===== config.mk =====
export PLATFORM = sky130hd
export DESIGN_NAME = tinker_fetch_queue
export DESIGN_NICKNAME = d
export VERILOG_FILES = /design/src/rtl/tinker_fetch_pkg.sv /design/src/rtl/tinker_sync_fifo.sv /design/src/rtl/tinker_fetch_queue.sv
export SDC_FILE = /design/constraint.sdc
export NUM_CORES = 1
export LEC_CHECK = 0
export BUFFER_PORTS_ARGS = -buffer_cell sky130_fd_sc_hd__buf_4
export CAP_MARGIN = 15
export CELL_PAD_IN_SITES_DETAIL_PLACEMENT = 0
export CELL_PAD_IN_SITES_GLOBAL_PLACEMENT = 1
export CORE_MARGIN = 2
export CORE_UTILIZATION = 30
export DETAILED_ROUTE_END_ITERATION = 8
export PLACE_DENSITY = 0.63
export SLEW_MARGIN = 20
export SYNTH_ARGS = -nofsm -noshare
export SYNTH_HDL_FRONTEND = slang
export SYNTH_SLANG_ARGS = --single-unit

===== constraint.sdc =====
create_clock -name clk -period 24.1 [get_ports clk]
set_clock_uncertainty 0.1 [all_clocks]
set_input_delay 2.41 -clock clk [delete_from_list [all_inputs] [get_ports clk]]
set_output_delay 2.41 -clock clk [all_outputs]
set_load 0.01 [all_outputs]

===== src/rtl/tinker_fetch_pkg.sv =====
// Shared types and constants for the Tinker instruction prefetch stage.
package tinker_fetch_pkg;

    localparam logic [63:0] RESET_PC_DEFAULT = 64'h2000;

    typedef enum logic [1:0] {
        IDLE    = 2'd0,
        WAIT    = 2'd1,
        DISCARD = 2'd2
    } fetch_state_t;

    typedef struct packed {
        logic [63:0] pc;
        logic [31:0] instr;
    } fetch_entry_t;

endpackage


===== src/rtl/tinker_sync_fifo.sv =====
// Small synchronous FIFO with a combinational head and a flush that wins
// over push and pop. DEPTH must be a power of two so the pointers wrap freely.
module tinker_sync_fifo #(
    parameter int DEPTH = 4,
    parameter int WIDTH = 96,
    localparam int AW = $clog2(DEPTH),
    localparam int CW = AW + 1
) (
    input  logic             clk,
    input  logic             reset,
    input  logic             push,
    input  logic             pop,
    input  logic             flush,
    input  logic [WIDTH-1:0] wdata,
    output logic [CW-1:0]    count,
    output logic [WIDTH-1:0] head
);

    localparam logic [CW-1:0] DEPTH_C = CW'(DEPTH);

    logic [WIDTH-1:0] mem_q [DEPTH];
    logic [AW-1:0]    wr_ptr_q;
    logic [AW-1:0]    rd_ptr_q;
    logic [CW-1:0]    count_q;
    logic             do_push;
    logic             do_pop;

    // Qualify requests so the FIFO never overruns or underruns itself.
    always_comb begin
        do_push = push && (count_q != DEPTH_C);
        do_pop  = pop && (count_q != '0);
    end

    // Storage, pointers and occupancy; flush clears occupancy only, data is left stale.
    always_ff @(posedge clk or posedge reset) begin
        if (reset) begin
            for (int i = 0; i < DEPTH; i++) begin
                mem_q[i] <= '0;
            end
            wr_ptr_q <= '0;
            rd_ptr_q <= '0;
            count_q  <= '0;
        end else if (flush) begin
            wr_ptr_q <= '0;
            rd_ptr_q <= '0;
            count_q  <= '0;
        end else begin
            if (do_push) begin
                mem_q[wr_ptr_q] <= wdata;
                wr_ptr_q        <= wr_ptr_q + AW'(1);
            end
            if (do_pop) begin
                rd_ptr_q <= rd_ptr_q + AW'(1);
            end
            count_q <= count_q + CW'(do_push) - CW'(do_pop);
        end
    end

    assign count = count_q;
    assign head  = mem_q[rd_ptr_q];

endmodule


===== src/rtl/tinker_fetch_queue.sv =====
// Instruction prefetch stage: issues word fetches over a req/ack port,
// buffers {pc, instr} pairs and hands them to decode over valid/ready.
//
//  state   | meaning
//  --------+-----------------------------------------------
//  IDLE    | no request outstanding
//  WAIT    | request outstanding, response will be queued
//  DISCARD | request outstanding, response will be dropped
module tinker_fetch_queue
    import tinker_fetch_pkg::*;
#(
    parameter int          DEPTH    = 4,
    parameter logic [63:0] RESET_PC = RESET_PC_DEFAULT
) (
    input  logic        clk,
    input  logic        reset,
    output logic        mem_req,
    output logic [63:0] mem_addr,
    input  logic        mem_ack,
    input  logic [31:0] mem_rdata,
    output logic        instr_valid,
    output logic [31:0] instr,
    output logic [63:0] instr_pc,
    input  logic        instr_ready,
    input  logic        redirect,
    input  logic [63:0] redirect_pc,
    input  logic        halt
);

    localparam int            CW      = $clog2(DEPTH) + 1;
    localparam logic [CW-1:0] DEPTH_C = CW'(DEPTH);

    fetch_state_t  state_q;
    logic          mem_req_q;
    logic [63:0]   mem_addr_q;
    logic [63:0]   fetch_pc_q;
    logic [63:0]   fetch_pc_d;
    logic [CW-1:0] count;
    logic [CW-1:0] count_next;
    logic          push;
    logic          pop;
    logic          issue_ok;
    fetch_entry_t  push_entry;
    fetch_entry_t  head_entry;

    // Push/pop qualification, next fetch PC and the issue decision for this edge.
    always_comb begin
        push       = (state_q == WAIT) && mem_ack && !redirect;
        pop        = instr_valid && instr_ready && !redirect;
        push_entry = '{pc: mem_addr_q, instr: mem_rdata};

        fetch_pc_d = fetch_pc_q;
        if (redirect) begin
            fetch_pc_d = redirect_pc & ~64'h3;
        end else if (push) begin
            fetch_pc_d = fetch_pc_q + 64'd4;
        end

        count_next = '0;
        if (!redirect) begin
            count_next = count + CW'(push) - CW'(pop);
        end

        // Gating on count_next guarantees a slot exists for every issued request.
        issue_ok = !halt && !redirect && (count_next < DEPTH_C);
    end

    // Fetch FSM with registered request outputs and the running fetch PC.
    always_ff @(posedge clk or posedge reset) begin
        if (reset) begin
            state_q    <= IDLE;
            mem_req_q  <= 1'b0;
            mem_addr_q <= RESET_PC;
            fetch_pc_q <= RESET_PC;
        end else begin
            fetch_pc_q <= fetch_pc_d;
            case (state_q)
                IDLE: begin
                    if (issue_ok) begin
                        state_q    <= WAIT;
                        mem_req_q  <= 1'b1;
                        mem_addr_q <= fetch_pc_d;
                    end else begin
                        mem_req_q <= 1'b0;
                    end
                end
                WAIT: begin
                    if (mem_ack) begin
                        if (issue_ok) begin
                            mem_req_q  <= 1'b1;
                            mem_addr_q <= fetch_pc_d;
                        end else begin
                            state_q   <= IDLE;
                            mem_req_q <= 1'b0;
                        end
                    end else if (redirect) begin
                        // Request cannot be aborted; keep it up and drop its data later.
                        state_q <= DISCARD;
                    end
                end
                DISCARD: begin
                    if (mem_ack) begin
                        state_q   <= IDLE;
                        mem_req_q <= 1'b0;
                    end
                end
                default: begin
                    state_q   <= IDLE;
                    mem_req_q <= 1'b0;
                end
            endcase
        end
    end

    tinker_sync_fifo #(
        .DEPTH (DEPTH),
        .WIDTH ($bits(fetch_entry_t))
    ) u_fifo (
        .clk   (clk),
        .reset (reset),
        .push  (push),
        .pop   (pop),
        .flush (redirect),
        .wdata (push_entry),
        .count (count),
        .head  (head_entry)
    );

    assign mem_req     = mem_req_q;
    assign mem_addr    = mem_addr_q;
    assign instr_valid = (count != '0);
    assign instr       = head_entry.instr;
    assign instr_pc    = head_entry.pc;

endmodule


==> reports/results.tsv, run 1 <==
metric	value	unit
power_density	111	nW/um^2
synthTopCellsByArea	dfrtp_1 (56%), mux2_2 (21%), mux4_2 (9.3%), mux2_1 (2.1%), xor2_1 (1.4%)	
cts_root_buf	clkbuf_16	
synth_flop_cell	dfrtp_1	
async_flop_share	100	%
syn-cell-area	23200	sq um
synthDistinctLibCells	51	
placed_cell_area	26300	sq um
synthAdderAreaFrac	0.572	%
clock_latency	0.62	ns
num-fill-cells	7236	
synth-simple-area-share	5.16	%
synth_top_area_share	56.1	%
status	finished, final reports clean	
chipWidth	282	um
end_kind	flip-flop	
fmax	162	MHz
drv_cap	0	
slew_violations	0	
synth_area_per_cell	15.2	sq um
r2r_start	u_fifo.count[1]	
post-route-period-util	25.7	%
worst_slew_pin_slew	0.952	ns
synth_xor_area_share	2.38	%
grt_pass1_vias	14800	
cpLargestDelayFamily	buffers and inverters	
yosysSeqAreaShare	56.3	%
drc	0	
row_count	101	
gr-total-overflow	0	
critical_path_buf_inv_count	3	
start_util	30.4	%
track_usage	15.7	%
chipHeight	282	um
timing.final.crit_period	6.19	ns
cts_sinks	522	
core	76200	sq um
worstPathArrival	6.56	ns
die_area	79500	sq um
design_area	28300	sq um
total_leakage_power	13.2	nW
finalNetCount	1892	
muxShareOfSynthArea	32.6	%
peakVddDrop	55.6	uV
drt_wl_total	62000	um
gp_congestion	0.774	
clockBufferDepth	3	
synth_compound_area_share	1.00	%
wl_per_cell	21.7	um
setup_viol	0	
ctsHoldBuffers	0	
crit_fanout	57	
path_common_cell	buf_4	
io_pins	264	
start_kind	input pin	
synth_edf_count	0	
drt_iter0_drc	731	
grt_first_pass_wirelength	93700	um
critPathSlowestCell	nand4b_1	
synth_seq_cells	522	
required	24.47	ns
grt_max_degree	151	
vias_per_cell	4.82	
synthCells	1524	
syn_nets	1636	
cts_tree	built	
wl_met2	29900	um
clk_pin_slew	0.06	ns
critical_path_class	input pin to flip-flop	
ctsResizeCount	0	
antenna_found_initial	2	
drive_gt1_share	50.8	%
cpPeakStageDelay	0.76	ns
crit_chain	buf_4 -> buf_4 -> and4bb_1 -> a31oi_1 -> xnor2_1 -> nand4b_1 -> buf_4 -> mux2_1	
finalHoldViolations	0	
maxUsedRoutingLayer	met4	
hold_path.class	flip-flop to flip-flop	
max-slew-margin-rel	36.5	%
critPathLaunch	redirect	
dr_total_vias	13800	
hold_start	u_fifo.mem_q[250]	
wl_met1	27100	um
synth_top_family_by_area	multiplexers	
port_buffers	261	
tns	0	ns
post-dp-hpwl	40300	um
yosys_warnings	0	
finalPower	3.13	mW
rsz0062_at_grt	no	
numCtsBuffers	59	
antenna_left	0	
area.growth.synth_to_final	22.0	%
synth_area_leader_cell	dfrtp_1	
dr_wl_met3	3580	um
firstDrtPassIters	4	
cts_max_level	2	
cts_setup_buffers	0	
==> Yosys cell counts (2+ instances only) <==
library cell,count
nand4b_1,2
mux4_2,96
or3_1,3
buf_2,18
mux2_2,433
nor4_2,7
buf_1,39
mux2i_1,3
clkbuf_1,22
ha_1,9
and3_1,13
nand2_1,57
nand3b_1,2
buf_4,5
dfrtp_1,520
nand4_1,23
a21oi_1,7
mux2_1,44
a21o_1,2
xor2_1,36
and2_1,2
o21ai_1,3
nor4_1,9
nor2b_1,8
and4_1,5
nand2b_1,2
nor3_1,14
a31oi_1,2
o21ai_0,22
nand3_1,20
dfstp_2,2
xnor2_1,27
inv_1,21
nor2_1,29
==> state kept, by name, indices dropped and copies added, names as in the netlist <==
| register | flops |
|---|---|
| u_fifo.wr_ptr_q | 2 |
| state_q | 2 |
| fetch_pc_q | 64 |
| u_fifo.mem_q | 384 |
| u_fifo.count | 3 |
| u_fifo.rd_ptr_q | 2 |
| mem_req | 1 |
| mem_addr | 64 |
==> layer usage <==
layer | up-vias | global-route usage (%)
met5 | - | 0
met4 | 0 | 4.42
met3 | 73 | 3.56
met2 | 288 | 25.5
met1 | 7310 | 20.9
li1 | 6122 | -
==> area by class of cell <==
type                       instances  area, sq um  area share [%]
sequential                       522        13100            46.2
multi-input combinational        896         9710            34.3
timing repair buffer             280         2120            7.49
clock buffer                      83         1680            5.92
tap                             1030         1290            4.55
clock inverter                    25          343            1.21
inverter                          21         86.3           0.305
antenna                            2         5.00          0.0177
==> cells by family (layout without fill, tap and decap cells) <==
logic type,after synthesis,count (layout)
AOI/OAI and AO/OA,40,40
muxes,576,576
and+or+nand+nor,207,207
xor gates and xnor gates,63,63
adders and majority gates,10,10
DFF,522,522
buffers and inverters,106,409
other,0,2
==> report_power, final <==
part | internal (mW) | switching (mW) | total, mW
clock | 0.559 | 0.374 | 0.933
sequential | 1.09 | 0.190 | 1.28
combinational | 0.520 | 0.399 | 0.919
==> path summary, 6_finish.rpt <==
| path | slack, ns | cells past startpoint | endpoint |
|---|---|---|---|
| max | 17.91 | 8 | mem_addr[56] |
| min | 0.38 | 2 | u_fifo.mem_q[250] |
| max reg2reg | 19.91 | 11 | mem_addr[56] |
| min reg2reg | 0.38 | 2 | u_fifo.mem_q[250] |
| max in group asynchronous | 19.72 | 4 | u_fifo.rd_ptr_q[1] |
| min in group asynchronous | 1.81 | 2 | u_fifo.mem_q[21] |
==> worst register-to-register path: cells and delay by family (launching register included) <==
family	cells	cell delay, ns
AOI/OAI and AO/OA	1	0.22
xor gates and xnor gates	1	0.27
adders and majority gates	2	0.42
buffers and inverters	2	0.74
DFF	1	0.44
muxes	1	0.48
and+or+nand+nor	4	1.40
==> metrics by stage <==
stage / hold slack, ns / std cells / utilization, % / setup slack (ns)
after floorplan: 0.345 / 1524 / - / 7.01
after global placement: 0.359 / 2749 / 34.5 / 17.29
after detailed placement: 0.369 / 2749 / 34.5 / 17.27
after global routing: 0.406 / 2859 / 37.1 / 17.63
final: 0.378 / 2859 / 37.1 / 17.91
after CTS: 0.383 / 2857 / 37.1 / 17.91
==> cell usage in the layout, fill, tap and decap left out, drive strengths merged, types with 4 or more instances in the layout <==
cell and n:
dfrtp 520, mux2 477, buf 280, mux4 96, clkbuf 83, nand2 57
xor2 36, nor2 29, xnor2 27, o21ai 25, nand4 24, inv 23
nand3 22, nor4 17, nor3 16, and3 13, clkinv 12, ha 9
nor2b 8, a21oi 7, bufinv 7, and4 5, clkinvlp 4
Note: power is estimated with default switching activity, not from simulation.
==> inputs of run 2 (changes only) <==
--- a/config.mk
+++ b/config.mk
@@ -5,6 +5,7 @@
 export SDC_FILE = /design/constraint.sdc
 export NUM_CORES = 1
 export LEC_CHECK = 0
+export ABC_AREA = 1
 export BUFFER_PORTS_ARGS = -buffer_cell sky130_fd_sc_hd__buf_4
 export CAP_MARGIN = 15
 export CELL_PAD_IN_SITES_DETAIL_PLACEMENT = 0
@@ -12,7 +13,7 @@
 export CORE_MARGIN = 2
 export CORE_UTILIZATION = 30
 export DETAILED_ROUTE_END_ITERATION = 8
-export PLACE_DENSITY = 0.63
+export PLACE_DENSITY = 0.66
 export SLEW_MARGIN = 20
 export SYNTH_ARGS = -nofsm -noshare
 export SYNTH_HDL_FRONTEND = slang
==> constraint.sdc (replaced) <==
create_clock -name clk -period 6.35 [get_ports clk]
set_clock_uncertainty 0.1 [all_clocks]
set_input_delay 0.635 -clock clk [delete_from_list [all_inputs] [get_ports clk]]
set_output_delay 0.635 -clock clk [all_outputs]
set_load 0.01 [all_outputs]
==> run 2 against run 1 <==
Combinational power rose to 4.1 times the previous value. Critical endpoint is now instr_pc[37]. Wire length rose by 24%. Largest cell class unchanged. Sequential power rose to 3.7 times the previous value. Sequential share of layout area fell by 2.0 points. Count of clock-buffer cells in the layout rose by 6. Final cell count rose by 33%. Die area rose by 6.8%. Setup slack got worse by 16 ns. Hold slack got worse by 0.22 ns. Largest power group unchanged. Core utilization fell by 1.1 points.
==> reports/results.tsv, run 2 <==
metric	value	unit	change
status	finished, final reports clean		
drive_gt1_share	23.4	%	-27 points
area.growth.synth_to_final	19.2	%	
synth_area_leader_cell	dfrtp_1		
finalPower	11.9	mW	+280%
port_buffers	261		unchanged
max-slew-margin-rel	34.9	%	-1.6 points
grt_max_degree	174		+15%
ctsResizeCount	0		unchanged
combPwrFrac	31.7	%	+2.3 points
critPathSlowestCell	clkinv_2		
worstPathArrival	3.47	ns	-3.09 ns
p_sw	4.21	mW	+340%
synth_most_common_cell	dfrtp_1		
grt_first_pass_wirelength	117000	um	+25%
wl_per_cell	20.3	um	-6.5%
firstDrtPassIters	5		+1
largest_register_ff_count	384		unchanged
io_pins	264		unchanged
gp_congestion	0.819		+5.9%
critical_path_class	flip-flop to output pin		
synth_seq_cells	522		unchanged
numPlacedInstances	3694		+34%
top_register	u_fifo.mem_q		
start_util	30.3	%	-0.18 points
drv_cap	0		unchanged
gr-total-overflow	0		unchanged
end_kind	output pin		
antenna_left	0		unchanged
yosysSeqAreaShare	52.7	%	-3.7 points
crit_fanout	51		-11%
slew_violations	0		unchanged
chipHeight	292	um	+3.4%
total_leakage_power	14.6	nW	+11%
setup_viol	0		unchanged
cts_tree	built		
vias_per_cell	4.95		+2.6%
finalNetCount	2800		+48%
async_flop_share	100	%	unchanged
grt_pass1_vias	19300		+30%
synth_common_cells	dfrtp_1 (520), nand2_1 (429), nor2_1 (327)		
syn_nets	2586		+58%
synthCells	2474		+62%
final_cell_mix	dfrtp_1 (518), nand2_1 (429), nor2_1 (327), buf_4 (276), mux2_2 (224)		
syn-cell-area	24800	sq um	+6.9%
switching_share	35.3	%	+4.6 points
antenna_found_initial	2		unchanged
synthDistinctLibCells	42		-18%
cts_sinks	522		unchanged
numCtsBuffers	60		+1.7%
crit_chain	clkinv_2 -> buf_12 -> o21ai_0 -> o22ai_1 -> buf_4		
synth_flop_cell	dfrtp_1		
clockBufferDepth	3		unchanged
yosys_warnings	0		unchanged
dr_total_vias	18800		+36%
track_usage	17.8	%	+2.1 points
final_common_cell	dfrtp_1		
timing.final.crit_period	4.21	ns	
hold_depth	2		unchanged
drc	0		unchanged
worst_slew_pin_slew	0.976	ns	+0.0240 ns
cts_root_buf	clkbuf_16		
clock_latency	0.63	ns	about the same
core	82000	sq um	+7.6%
clk_pin_slew	0.06	ns	about the same
cts_max_level	2		unchanged
post-route-period-util	66.2	%	
cpPeakStageDelay	0.95	ns	+0.19 ns
hold_path.class	input pin to flip-flop		
power_density	403	nW/um^2	+260%
synthTopCellsByArea	dfrtp_1 (52%), mux2_2 (10%), mux2_1 (7.3%), nand2_1 (6.5%), nor2_1 (4.9%)		
rr_worst_depth	15		+4
p_int	7.71	mW	+260%
start_kind	flip-flop		
finalHoldViolations	0		unchanged
synth_area_per_cell	10.0	sq um	-34%
antenna-diode-count	0		-2
required	5.61	ns	-18.86 ns
peakVddDrop	253	uV	+350%
drt_iter0_drc	1059		+45%
fmax	238	MHz	
synth_top_area_share	52.5	%	-3.6 points
synth_edf_count	0		unchanged
die_area	85000	sq um	+6.8%
seqPwrFrac	39.9	%	-0.9 points
row_count	105		+4.0%
drt_wl_total	77000	um	+24%
rsz0062_at_grt	no		
clockPowerShare	28.5	%	-1.3 points
chipWidth	292	um	+3.4%
fin_util	36.1	%	-1.1 points
post-dp-hpwl	50300	um	+25%
instances_no_fill	3800		+33%
run 2: cell type report:
cell class	instances	area [sq um]
clock inverters	15	221
repair buffers	286	2270
flip-flops and latches	522	13100
inverters	107	414
well taps	1070	1340
clock buffers	89	1690
multi-input cells	1711	10600
fillers	8296	52400
run 2: cells by family after synthesis:
kind of cell    Yosys count  synth area share (%)
simple gates            950                  16.2
flops                   522                  52.7
mux                     384                  17.4
compound gates          354                  7.95
buf+inv                 241                  4.74
xor+xnor                 13                 0.459
fa+ha+maj                10                 0.535
run 2: routing by layer:
metal | part of all wire, % | global-route usage [%] | up-vias
li1 | - | - | 8775
met1 | 45 | 23.2 | 9518
met2 | 49 | 31.0 | 421
met3 | 4.0 | 2.53 | 92
met4 | 2.0 | 4.36 | 0
met5 | 0 | 0 | -
run 2: per-stage QoR:
| stage | area, sq um | setup slack (ns) | setup TNS [ns] | hold WS [ns] |
|---|---|---|---|---|
| after floorplan | 24800 | -1.48 | -767.30 | 0.353 |
| after global placement | 27600 | 2.37 | 0 | 0.361 |
| after detailed placement | 27600 | 2.55 | 0 | 0.369 |
| after CTS | 29500 | 2.12 | 0 | 0.109 |
| after global routing | 29600 | 1.93 | 0 | 0.125 |
| final | 29600 | 2.14 | 0 | 0.160 |
run 2: worst max-delay path, delay by kind of cell, from the launching register on:
kind / cells / cell delay (ns)
flops: 1 / 0.88
buf+inv: 3 / 1.62
compound gates: 2 / 0.27
run 2: final timing paths:
kind                                     end  slack [ns]          startpoint
min                        u_fifo.mem_q[290]        0.16        mem_rdata[2]
min in group asynchronous   u_fifo.mem_q[59]        0.58               reset
max                             instr_pc[37]        2.14  u_fifo.rd_ptr_q[1]
max in group asynchronous     fetch_pc_q[36]        3.89               reset
min reg2reg                u_fifo.mem_q[251]        0.38   u_fifo.mem_q[251]
max reg2reg                     mem_addr[46]        2.75     u_fifo.count[1]
run 2: timing repair:
| action | 4_1_cts | 5_1_grt |
|---|---|---|
| setup buffers | 0 | 0 |
| hold buffers | 1 | 0 |
| endpoints found under the hold margin | 21 | 0 |
run 2: power groups by stage:
stage / combinational [mW] / sequential (mW) / clock [mW]
floorplan: 2.05 / 4.56 / 0
global placement: 3.79 / 4.75 / 0
detailed placement: 3.85 / 4.81 / 0
CTS: 3.86 / 4.76 / 3.50
global route: 4.14 / 4.86 / 3.64
finish: 3.77 / 4.75 / 3.39
